## config.mk

```make
export PLATFORM = sky130hd
export DESIGN_NAME = shift_req_arbiter
export DESIGN_NICKNAME = d
export VERILOG_FILES = /design/src/rtl/shift_req_arbiter.sv
export SDC_FILE = /design/constraint.sdc
export NUM_CORES = 1
export LEC_CHECK = 0
export CORE_UTILIZATION = 38
export CTS_CLUSTER_SIZE = 12
export DETAILED_ROUTE_END_ITERATION = 8
export PLACE_DENSITY = 0.88
export SYNTH_ARGS = -nofsm -noshare
export SYNTH_HDL_FRONTEND = slang
export SYNTH_SLANG_ARGS = --single-unit
```

## constraint.sdc

```tcl
create_clock -name clk -period 2.3 [get_ports clk]
set_input_delay 0.23 -clock clk [delete_from_list [all_inputs] [get_ports clk]]
set_output_delay 0.23 -clock clk [all_outputs]
set_load 0.01 [all_outputs]
```

## src/rtl/shift_req_arbiter.sv

```systemverilog
// rtl/shift_req_arbiter.sv - round-robin arbiter sharing one external barrel shifter among requesters
module shift_req_arbiter #(
  parameter int NREQ = 4,
  parameter int DW   = 16,
  parameter int SW   = 4,
  parameter int IDW  = 2
) (
  input  logic               clk,
  input  logic               rst,
  input  logic [NREQ-1:0]    req_valid,
  output logic [NREQ-1:0]    req_ready,
  input  logic [NREQ*DW-1:0] req_data,
  input  logic [NREQ*SW-1:0] req_amt,
  input  logic [NREQ-1:0]    req_dir,
  output logic [DW-1:0]      sh_a,
  output logic [SW-1:0]      sh_s,
  output logic               sh_sel,
  input  logic [DW-1:0]      sh_y,
  output logic               rsp_valid,
  input  logic               rsp_ready,
  output logic [DW-1:0]      rsp_data,
  output logic [IDW-1:0]     rsp_id,
  output logic               busy
);

  typedef enum logic [1:0] {IDLE, SHIFT, RESP} state_t;

  state_t         state;
  state_t         state_nxt;
  logic [IDW-1:0] rr_ptr;
  logic [IDW-1:0] id_reg;
  logic [IDW-1:0] grant_idx;
  logic           grant_found;
  logic           accept;
  logic [IDW:0]   cand;

  // Rotating-priority search: first valid requester at or after rr_ptr, wrapping modulo NREQ.
  always_comb begin
    grant_found = 1'b0;
    grant_idx   = '0;
    cand        = '0;
    for (int k = 0; k < NREQ; k++) begin
      cand = {1'b0, rr_ptr} + (IDW+1)'(k);
      if (cand >= (IDW+1)'(NREQ)) begin
        cand = cand - (IDW+1)'(NREQ);
      end
      if (!grant_found && req_valid[cand[IDW-1:0]]) begin
        grant_found = 1'b1;
        grant_idx   = cand[IDW-1:0];
      end
    end
  end

  // State register.
  always_ff @(posedge clk or posedge rst) begin
    if (rst) begin
      state <= IDLE;
    end else begin
      state <= state_nxt;
    end
  end

  // Next-state: grab a request, spend one cycle in the shifter, then hold the result until taken.
  always_comb begin
    state_nxt = state;
    case (state)
      IDLE:    if (grant_found) state_nxt = SHIFT;
      SHIFT:   state_nxt = RESP;
      RESP:    if (rsp_ready) state_nxt = IDLE;
      default: state_nxt = IDLE;
    endcase
  end

  // Outputs: accept strobe only while idle; reset masks it so nothing is granted during reset.
  always_comb begin
    req_ready = '0;
    accept    = 1'b0;
    busy      = (state != IDLE);
    rsp_valid = (state == RESP);
    if ((state == IDLE) && grant_found && !rst) begin
      accept               = 1'b1;
      req_ready[grant_idx] = 1'b1;
    end
  end

  // Latch the winner's operands into the shifter inputs and move the pointer past the winner.
  always_ff @(posedge clk or posedge rst) begin
    if (rst) begin
      sh_a   <= '0;
      sh_s   <= '0;
      sh_sel <= 1'b0;
      id_reg <= '0;
      rr_ptr <= '0;
    end else if (accept) begin
      sh_a   <= req_data[int'(grant_idx)*DW +: DW];
      sh_s   <= req_amt[int'(grant_idx)*SW +: SW];
      sh_sel <= req_dir[grant_idx];
      id_reg <= grant_idx;
      rr_ptr <= (grant_idx == IDW'(NREQ-1)) ? '0 : grant_idx + IDW'(1);
    end
  end

  // Capture the shifter result once its inputs have settled for a full cycle.
  always_ff @(posedge clk or posedge rst) begin
    if (rst) begin
      rsp_data <= '0;
      rsp_id   <= '0;
    end else if (state == SHIFT) begin
      rsp_data <= sh_y;
      rsp_id   <= id_reg;
    end
  end

endmodule

```

Yosys cells after proc, flatten, opt, wreduce, memory -nomap -nowiden
Index checks and enable logic that the tools add are counted.
{"block": "totals", "reg_bits": 45, "word_cells": 76}
{"block": "classes", "add_sub_neg": 8, "magnitude_cmp": 10, "n_eq_ne": 5, "n_shift": 2, "mux": 30, "n_reduce_logical": 13}
{"cell": "$shiftx 64x7->16", "n": 1}
{"cell": "$mux 2", "n": 11}
{"cell": "$shiftx 16x5->4", "n": 1}
{"cell": "$lt 2x3->1 const B", "n": 5}
{"cell": "$mux 1", "n": 11}
{"cell": "$bmux 1 s2", "n": 5}
{"cell": "$ge 3x3->1 const B", "n": 3}
{"cell": "$sub 2x1->2 const B", "n": 4}
{"cell": "$add 2x2->3 const B", "n": 2}
{"cell": "$logic_and 1x1->1", "n": 6}
{"cell": "$pmux 2 s3", "n": 1}
{"cell": "$eq 2x2->1 const B", "n": 2}
{"cell": "$logic_not 1->1", "n": 4}
{"cell": "$mux 4", "n": 1}
{"cell": "$add 2x1->3 const B", "n": 1}
{"cell": "$ge 2x3->1 const B", "n": 1}
{"cell": "$add 2x1->2 const B", "n": 1}
{"cell": "$demux 1 s2", "n": 1}
{"cell": "$eq 2x1->1 const B", "n": 1}
{"cell": "$ge 2x1->1 const B", "n": 1}
{"cell": "$logic_not 2->1", "n": 1}
{"cell": "$ne 2x1->1 const B", "n": 1}
{"cell": "$ne 2x2->1 const B", "n": 1}
{"cell": "$reduce_and 2->1", "n": 1}
{"cell": "$reduce_bool 2->1", "n": 1}

Logic depth before layout (Yosys ltp)
Gate-level depths: netlist of the first run.
{"block": "depth", "ltp_word": 19, "depth_mapped": 9, "ltp_nobuf": 7}

Worst setup path after synthesis of the first run
No wires, ideal clock.
{"block": "synth_path", "path_kind": "input port to flip-flop", "start": "input port rst", "end": "register sh_a[10]", "arrival_time_ps": 2048, "required_time_ps": 2168, "setup_slack_ps": 120, "path_stages": 5, "n_path_buf": 1, "path_cell_list": "inv_1 nand2_2 buf_2 a221oi_2 o21ai_1"}
{"block": "synth_between", "elab_chain_cells": 3}
{"item": "start: declaration", "line": "9", "text": "input logic rst,"}
{"item": "$logic_not 1->1 (no source line)"}
{"item": "$logic_and 1x1->1", "line": "80", "text": "if ((state == IDLE) && grant_found && !rst) begin"}
{"item": "$mux 1", "line": "80"}
{"item": "end signal: assignment", "line": "95", "text": "sh_a <= req_data[int'(grant_idx)*DW +: DW];"}
{"item": "end: declaration", "line": "15", "text": "output logic [DW-1:0] sh_a,"}
No other way between the ends.
A chain may end at the register's enable or synchronous reset.

Final worst setup path of the first run
{"block": "layout_path", "start": "register state[1]", "end": "output port req_ready[0]"}
{"block": "layout_between", "elab_chain_cells": 4}
{"item": "start: declaration", "line": "28", "text": "state_t state;"}
{"item": "start signal: assignment", "line": "59", "text": "state <= state_nxt;"}
{"item": "$logic_not 2->1", "line": "80"}
{"item": "$logic_and 1x1->1 (2 in a row)", "line": "80"}
{"item": "$mux 4", "line": "80"}
{"item": "end: declaration", "line": "11", "text": "output logic [NREQ-1:0] req_ready,"}
No other way between the ends.

==> flow_metrics.env, run 1 <==
export IMPL_outcome="finished clean"
export IMPL_cellLeakagePower_nw=1.88
export IMPL_hp_class="register to register"
export IMPL_crit_fanout=5
export IMPL_hpwl_mm=5.75
export IMPL_htree_num_levels=2
export IMPL_cp_end_kind="output pin"
export IMPL_cts_hold_buf=0
export IMPL_path_class="register to output pin"
export IMPL_drtIter0Drc=70
export IMPL_seq_area_frac_synth_pct=44.9
export IMPL_drt_first_pass_iters=4
export IMPL_cp_cell_sequence="or2_4, nor3_4, o31a_4, clkdlybuf4s50_1"
export IMPL_io_pins=152
export IMPL_first_global_vias=2558
export IMPL_synth_nets=321
export IMPL_yosysUniqueCellTypes=30
export IMPL_grt_usage_pct=22.5
export IMPL_synth_top_area_cell="dfrtp_1"
export IMPL_dp_cells=438
export IMPL_r2r_cells=7
export IMPL_fin_crit_sh_pct=97.7
export IMPL_slowest_stage="clkdlybuf4s50_1"
export IMPL_synth_top_area_share_pct=44.9
export IMPL_cp_required_ns=2.07
export IMPL_synth_area_leaders="dfrtp_1 (45%), a221oi_2 (11%), mux2i_1 (8.4%)"
export IMPL_maxSlewViolCount=0
export IMPL_areaGrowthSynthToFinish_pct=71.5
export IMPL_grt_max_degree=46
export IMPL_maxSlewHeadroom_pct=61.2
export IMPL_grt_first_pass_wirelength_mm=12.4
export IMPL_avgSynthCellArea_um2=11.8
export IMPL_switching_share_pct=33.9
export IMPL_cts_sinks=45
export IMPL_post_drt_via_cell_ratio=5.24
export IMPL_wl_mm=7.65
export IMPL_crit_path_start_kind="register"
export IMPL_n_antenna_cell=0
export IMPL_share_comb_of_total_power_pct=55.5
export IMPL_synth_edf_count=0
export IMPL_clkPwrFrac_pct=13.4
export IMPL_drc=0
export IMPL_p_per_area_nw_per_um2=1080
export IMPL_seq_power_share_pct=31.1
export IMPL_dieHeight_um=83.3
export IMPL_placed_area_um2=4120
export IMPL_rows=29
export IMPL_tightest_slew_ns=0.582
export IMPL_reg_top3="rsp_data x16, sh_a x16, sh_s x4"
export IMPL_initial_core_util_pct=39.5
export IMPL_synth_area_um2=2510
export IMPL_fp_dieW_um=83.3
export IMPL_root_buffer="clkbuf_8"
export IMPL_total_power_mw=4.63
export IMPL_portBuffers=151
export IMPL_antenna_found_initial=0
export IMPL_cts_buffer_depth=2
export IMPL_synth_cells=213
export IMPL_fmax_mhz=445
export IMPL_die_area_um2=6930
export IMPL_clk_latency_ns=0.29
export IMPL_clk_pin_slew_ns=0.09
export IMPL_crit_arrival_ns=2.02
export IMPL_fill_cells=505
export IMPL_ys_warnings_count=0
export IMPL_gr_total_overflow=0
export IMPL_numCtsBuffers=5
export IMPL_power_net_switching_mw=1.57
export IMPL_clock_skew_ns=0.00356
export IMPL_final_nets=481
export IMPL_cpPeakStageDelay_ns=0.54
export IMPL_ant_nets=0
export IMPL_fin_area_um2=4300
export IMPL_async_flop_share_pct=100
export IMPL_setup_viol=0
export IMPL_wire_per_inst_um=17.0
export IMPL_min_period_ns=2.25
export IMPL_layout_drive_gt1_share_pct=20.1
export IMPL_maxCapViolations=0
export IMPL_yosys_register_bits=45
export IMPL_cts_tree="built"
export IMPL_intPower_mw=3.06
export IMPL_peakVddDrop_mv=0.843
export IMPL_finalHoldViolCount=0
export IMPL_routabilityCongestion=0.900
export IMPL_vias=2361
export IMPL_core_area_um2=6350
export IMPL_ys_flop_type="dfrtp_1"
export IMPL_timing_hold_ws_ns=0.482
export IMPL_layoutNonFillerInstCount=451
export IMPL_hold_path_cell_count=2
-- cell usage in the layout (no fill, tap or decap), drive strengths merged --
master         Yosys  layout
clkdlybuf4s50      0     149
and2               2       2
a2bb2oi            1       1
inv                3       3
o211a              2       2
nor3               3       3
mux2              18      18
a21oi              2       2
clkinvlp           0       1
or2                1       1
o21ai             24      24
nor4               1       1
o31a               1       1
clkbuf             4       6
bufinv             0       1
and3              21      21
nand2b             2       2
nand2             13      13
o221ai             1       1
and2b              1       1
a221oi            21      21
nor2               7       7
dfrtp             45      45
ha                 1       1
buf               14      20
dlymetal6s2s       0       2
nor2b              4       4
mux2i             21      21
-- synth_stat cells, drive strengths merged (3+ instances only) --
library cell and count:
a221oi 21, o21ai 24, dfrtp 45, mux2 18, nor3 3, nor2b 4, clkbuf 4, buf 14
mux2i 21, inv 3, nor2 7, and3 21, nand2 13
-- cells by family (layout without fill, tap and decap cells) --
group	count (synthesis)	after routing	synth area share, %
buffers and inverters	21	182	5.34
AOI/OAI and AO/OA	52	52	20.3
DFF	45	45	44.9
and+or+nand+nor	55	55	12.5
muxes	39	39	16.5
adders and majority gates	1	1	0.499
-- stage by stage --
| step | setup WS, ns | utilization [%] | setup TNS, ns |
|---|---|---|---|
| CTS | -0.0791 | 66.9 | -0.0791 |
| global route | -0.00118 | 67.7 | -0.00118 |
| detailed placement | -0.0850 | 64.9 | -0.213 |
| finish | 0.0526 | 67.7 | 0 |
| global placement | -0.0537 | 64.9 | -0.0899 |
| floorplan | 0.120 | - | 0 |
-- area by class of cell --
| class | instances | area [µm²] | share of cell area, % |
|---|---|---|---|
| clock buffers | 6 | 82.6 | 1.92 |
| clock inverters | 2 | 37.5 | 0.873 |
| inverters | 3 | 11.3 | 0.262 |
| multi-input cells | 147 | 1270 | 29.5 |
| flip-flops and latches | 45 | 1130 | 26.2 |
| well taps | 77 | 96.3 | 2.24 |
| repair buffers | 171 | 1680 | 39.0 |
-- per-layer routing --
metal	vias to the layer above	GRT usage (%)	share of wire, %
met3	9	5.86	8.1
met2	125	41.3	52
met4	0	7.05	1.0
met1	1115	25.4	39
li1	1112	-	-
met5	-	0	0
-- power groups by stage --
stage | combinational [mW] | clock [mW] | sequential (mW)
finish | 2.57 | 0.621 | 1.44
global route | 2.76 | 0.668 | 1.50
CTS | 2.53 | 0.641 | 1.44
detailed placement | 2.52 | 0 | 1.45
global placement | 2.47 | 0 | 1.42
floorplan | 1.22 | 0 | 1.56
-- worst max-delay path, delay by kind of cell, from the launching register on --
| family | cells | cell delay [ns] |
|---|---|---|
| buffers and inverters | 1 | 0.54 |
| AO/OA/AOI/OAI | 1 | 0.21 |
| flip-flops | 1 | 0.40 |
| AND/OR/NAND/NOR | 2 | 0.58 |
-- path summary, 6_finish.rpt --
kind	from	to	slack (ns)
max	state[1]$_DFFE_PP0P_	req_ready[0]	0.05
min	id_reg[1]$_DFFE_PP0P_	id_reg[1]$_DFFE_PP0P_	0.48
max reg2reg	rr_ptr[0]$_DFFE_PP0P_	sh_a[0]$_DFFE_PP0P_	0.40
min reg2reg	id_reg[1]$_DFFE_PP0P_	id_reg[1]$_DFFE_PP0P_	0.48
max in group asynchronous	rst	sh_a[2]$_DFFE_PP0P_	1.37
min in group asynchronous	rst	rsp_id[0]$_DFFE_PP0N_	0.54
-- repair_timing --
item | 4_1_cts | 5_1_grt
setup buffers | 0 | 5
pin swaps | 1 | 2
resized for setup | 1 | 6
endpoints found under the setup margin | 4 | 4
cloned | 0 | 0
(Power assumes the default switching activity.)
==> inputs of run 2 (changes only) <==
- CORE_UTILIZATION: 38 -> 61
- DONT_BUFFER_PORTS: default -> 1
- PLACE_DENSITY: 0.88 -> 0.83
==> run 2 against run 1 <==
Against the previous run: non-clock buffer count down 164; clock skew rose by 0.0074 ns; utilization rose by 0.27 points; setup slack gained 0.20 ns; maximum frequency increased by 10%; largest power group is now registers; count of clock-buffer cells in the layout did not move.
==> flow_metrics.env, run 2 (synthesis results as in run 1) <==
export IMPL_drtIter0Drc=125
export IMPL_antenna_found_initial=0
export IMPL_maxCapViolations=0
export IMPL_crit_path_start_kind="register"
export IMPL_htree_num_levels=2
export IMPL_numCtsBuffers=5
export IMPL_outcome="finished clean"
export IMPL_wl_mm=5.80
export IMPL_ant_nets=0
export IMPL_finalSetupTns_ns=0
export IMPL_hp_class="primary input to register"
export IMPL_path_class="register to output pin"
export IMPL_drc=0
export IMPL_fin_util_pct=68.0
export IMPL_p_per_area_nw_per_um2=1340
export IMPL_hpwl_mm=4.50
export IMPL_cts_tree="built"
export IMPL_tightest_slew_ns=0.802
export IMPL_cts_sinks=45
export IMPL_peakVddDrop_mv=0.512
export IMPL_n_antenna_cell=0
export IMPL_setup_viol=0
export IMPL_cpPeakStageDelay_ns=0.51
export IMPL_final_common_cell="dfrtp_1"
export IMPL_clk_pin_slew_ns=0.09
export IMPL_reg_top3="rsp_data x16, sh_a x16, sh_s x4"
export IMPL_timing_hold_ws_ns=0.0669
export IMPL_final_cell_mix="dfrtp_1 (45), o21ai_1 (22), mux2i_1 (21), and3_1 (21), a221oi_2 (19)"
export IMPL_fmax_mhz=490
export IMPL_areaGrowthSynthToFinish_pct=2.99
export IMPL_fp_dieW_um=66.1
export IMPL_rows=22
export IMPL_root_buffer="clkbuf_8"
export IMPL_core_area_um2=3800
export IMPL_initial_core_util_pct=66.0
export IMPL_cp_required_ns=2.07
export IMPL_cellLeakagePower_nw=1.18
export IMPL_cts_buffer_depth=2
export IMPL_die_area_um2=4370
export IMPL_routabilityCongestion=0.741
export IMPL_crit_fanout=22
export IMPL_wire_per_inst_um=22.5
export IMPL_drt_first_pass_iters=4
export IMPL_cp_end_kind="output pin"
export IMPL_vias=1756
export IMPL_finalHoldViolCount=0
export IMPL_cts_resized_gates=0
export IMPL_layout_drive_gt1_share_pct=27.1
export IMPL_crit_arrival_ns=1.81
export IMPL_placed_area_um2=2490
export IMPL_grt_max_degree=46
export IMPL_clock_skew_ns=0.0110
export IMPL_grt_usage_pct=27.4
export IMPL_min_period_ns=2.04
export IMPL_fin_crit_sh_pct=88.8
export IMPL_maxSlewViolCount=0
export IMPL_grt_first_pass_wirelength_mm=8.71
export IMPL_io_pins=152
export IMPL_clk_latency_ns=0.30
export IMPL_maxSlewHeadroom_pct=46.5
export IMPL_dieHeight_um=66.1
export IMPL_portBuffers=0
export IMPL_slowest_stage="dfrtp_1"
export IMPL_cp_cell_sequence="a21oi_1, o211a_1, and2_1"
export IMPL_gr_total_overflow=0
export IMPL_first_global_vias=1907
export IMPL_fin_area_um2=2580
export IMPL_rsz0062_at_grt="no"
export IMPL_final_nets=317
export IMPL_post_drt_via_cell_ratio=6.81
==> run 2: cell type report <==
| class | instances | area (µm²) |
|---|---|---|
| multi-input cells | 147 | 1250 |
| fillers | 281 | 1210 |
| flip-flops and latches | 45 | 1130 |
| clock buffers | 6 | 72.6 |
| well taps | 48 | 60.1 |
| repair buffers | 7 | 55.1 |
| inverters | 3 | 11.3 |
| clock inverters | 2 | 10.0 |
==> run 2: worst paths after layout <==
check	start	endpoint	slack, ns	cells after the start
min reg2reg	id_reg[0]$_DFFE_PP0P_	id_reg[0]$_DFFE_PP0P_	0.51	2
max in group asynchronous	rst	rsp_data[15]$_DFFE_PP0N_	1.37	3
max reg2reg	state[1]$_DFFE_PP0P_	sh_sel$_DFFE_PP0P_	0.31	5
min	req_data[12]	sh_a[12]$_DFFE_PP0P_	0.07	2
max	rr_ptr[1]$_DFFE_PP0P_	req_ready[1]	0.26	3
min in group asynchronous	rst	rsp_data[7]$_DFFE_PP0N_	0.55	3
==> run 2: repair_timing <==
action / in CTS / in global routing
hold endpoints to repair: 42 / 0
hold buffers: 1 / 0
setup buffers: 0 / 0
==> run 2: report_power, final <==
group | internal, mW | switching [mW]
clock | 0.211 | 0.258
sequential | 1.18 | 0.479
combinational | 0.688 | 0.648
total | 2.08 | 1.39
==> run 2: critical path: cells and delay by family, from the launching register on <==
kind | cells | cell delay (ns)
DFF | 1 | 0.51
and+or+nand+nor | 1 | 0.26
AOI/OAI and AO/OA | 2 | 0.74
==> run 2: per-stage QoR <==
| stage | setup slack, ns | total power, mW | std cells |
|---|---|---|---|
| final | 0.257 | 3.47 | 258 |
| after global placement | 0.422 | 2.89 | 249 |
| after floorplan | 0.120 | 2.78 | 213 |
| after detailed placement | 0.297 | 3.03 | 249 |
| after global routing | 0.0602 | 3.71 | 258 |
| after CTS | 0.271 | 3.50 | 258 |
==> run 2: layer usage <==
layer  vias to the layer above  share of wire (%)  GRT usage (%)
li1                        782                  -              -
met1                       850                 33           25.6
met2                       108                 55           52.7
met3                        16                8.2           8.62
met4                         0                3.0           13.6
met5                         -                  0              0
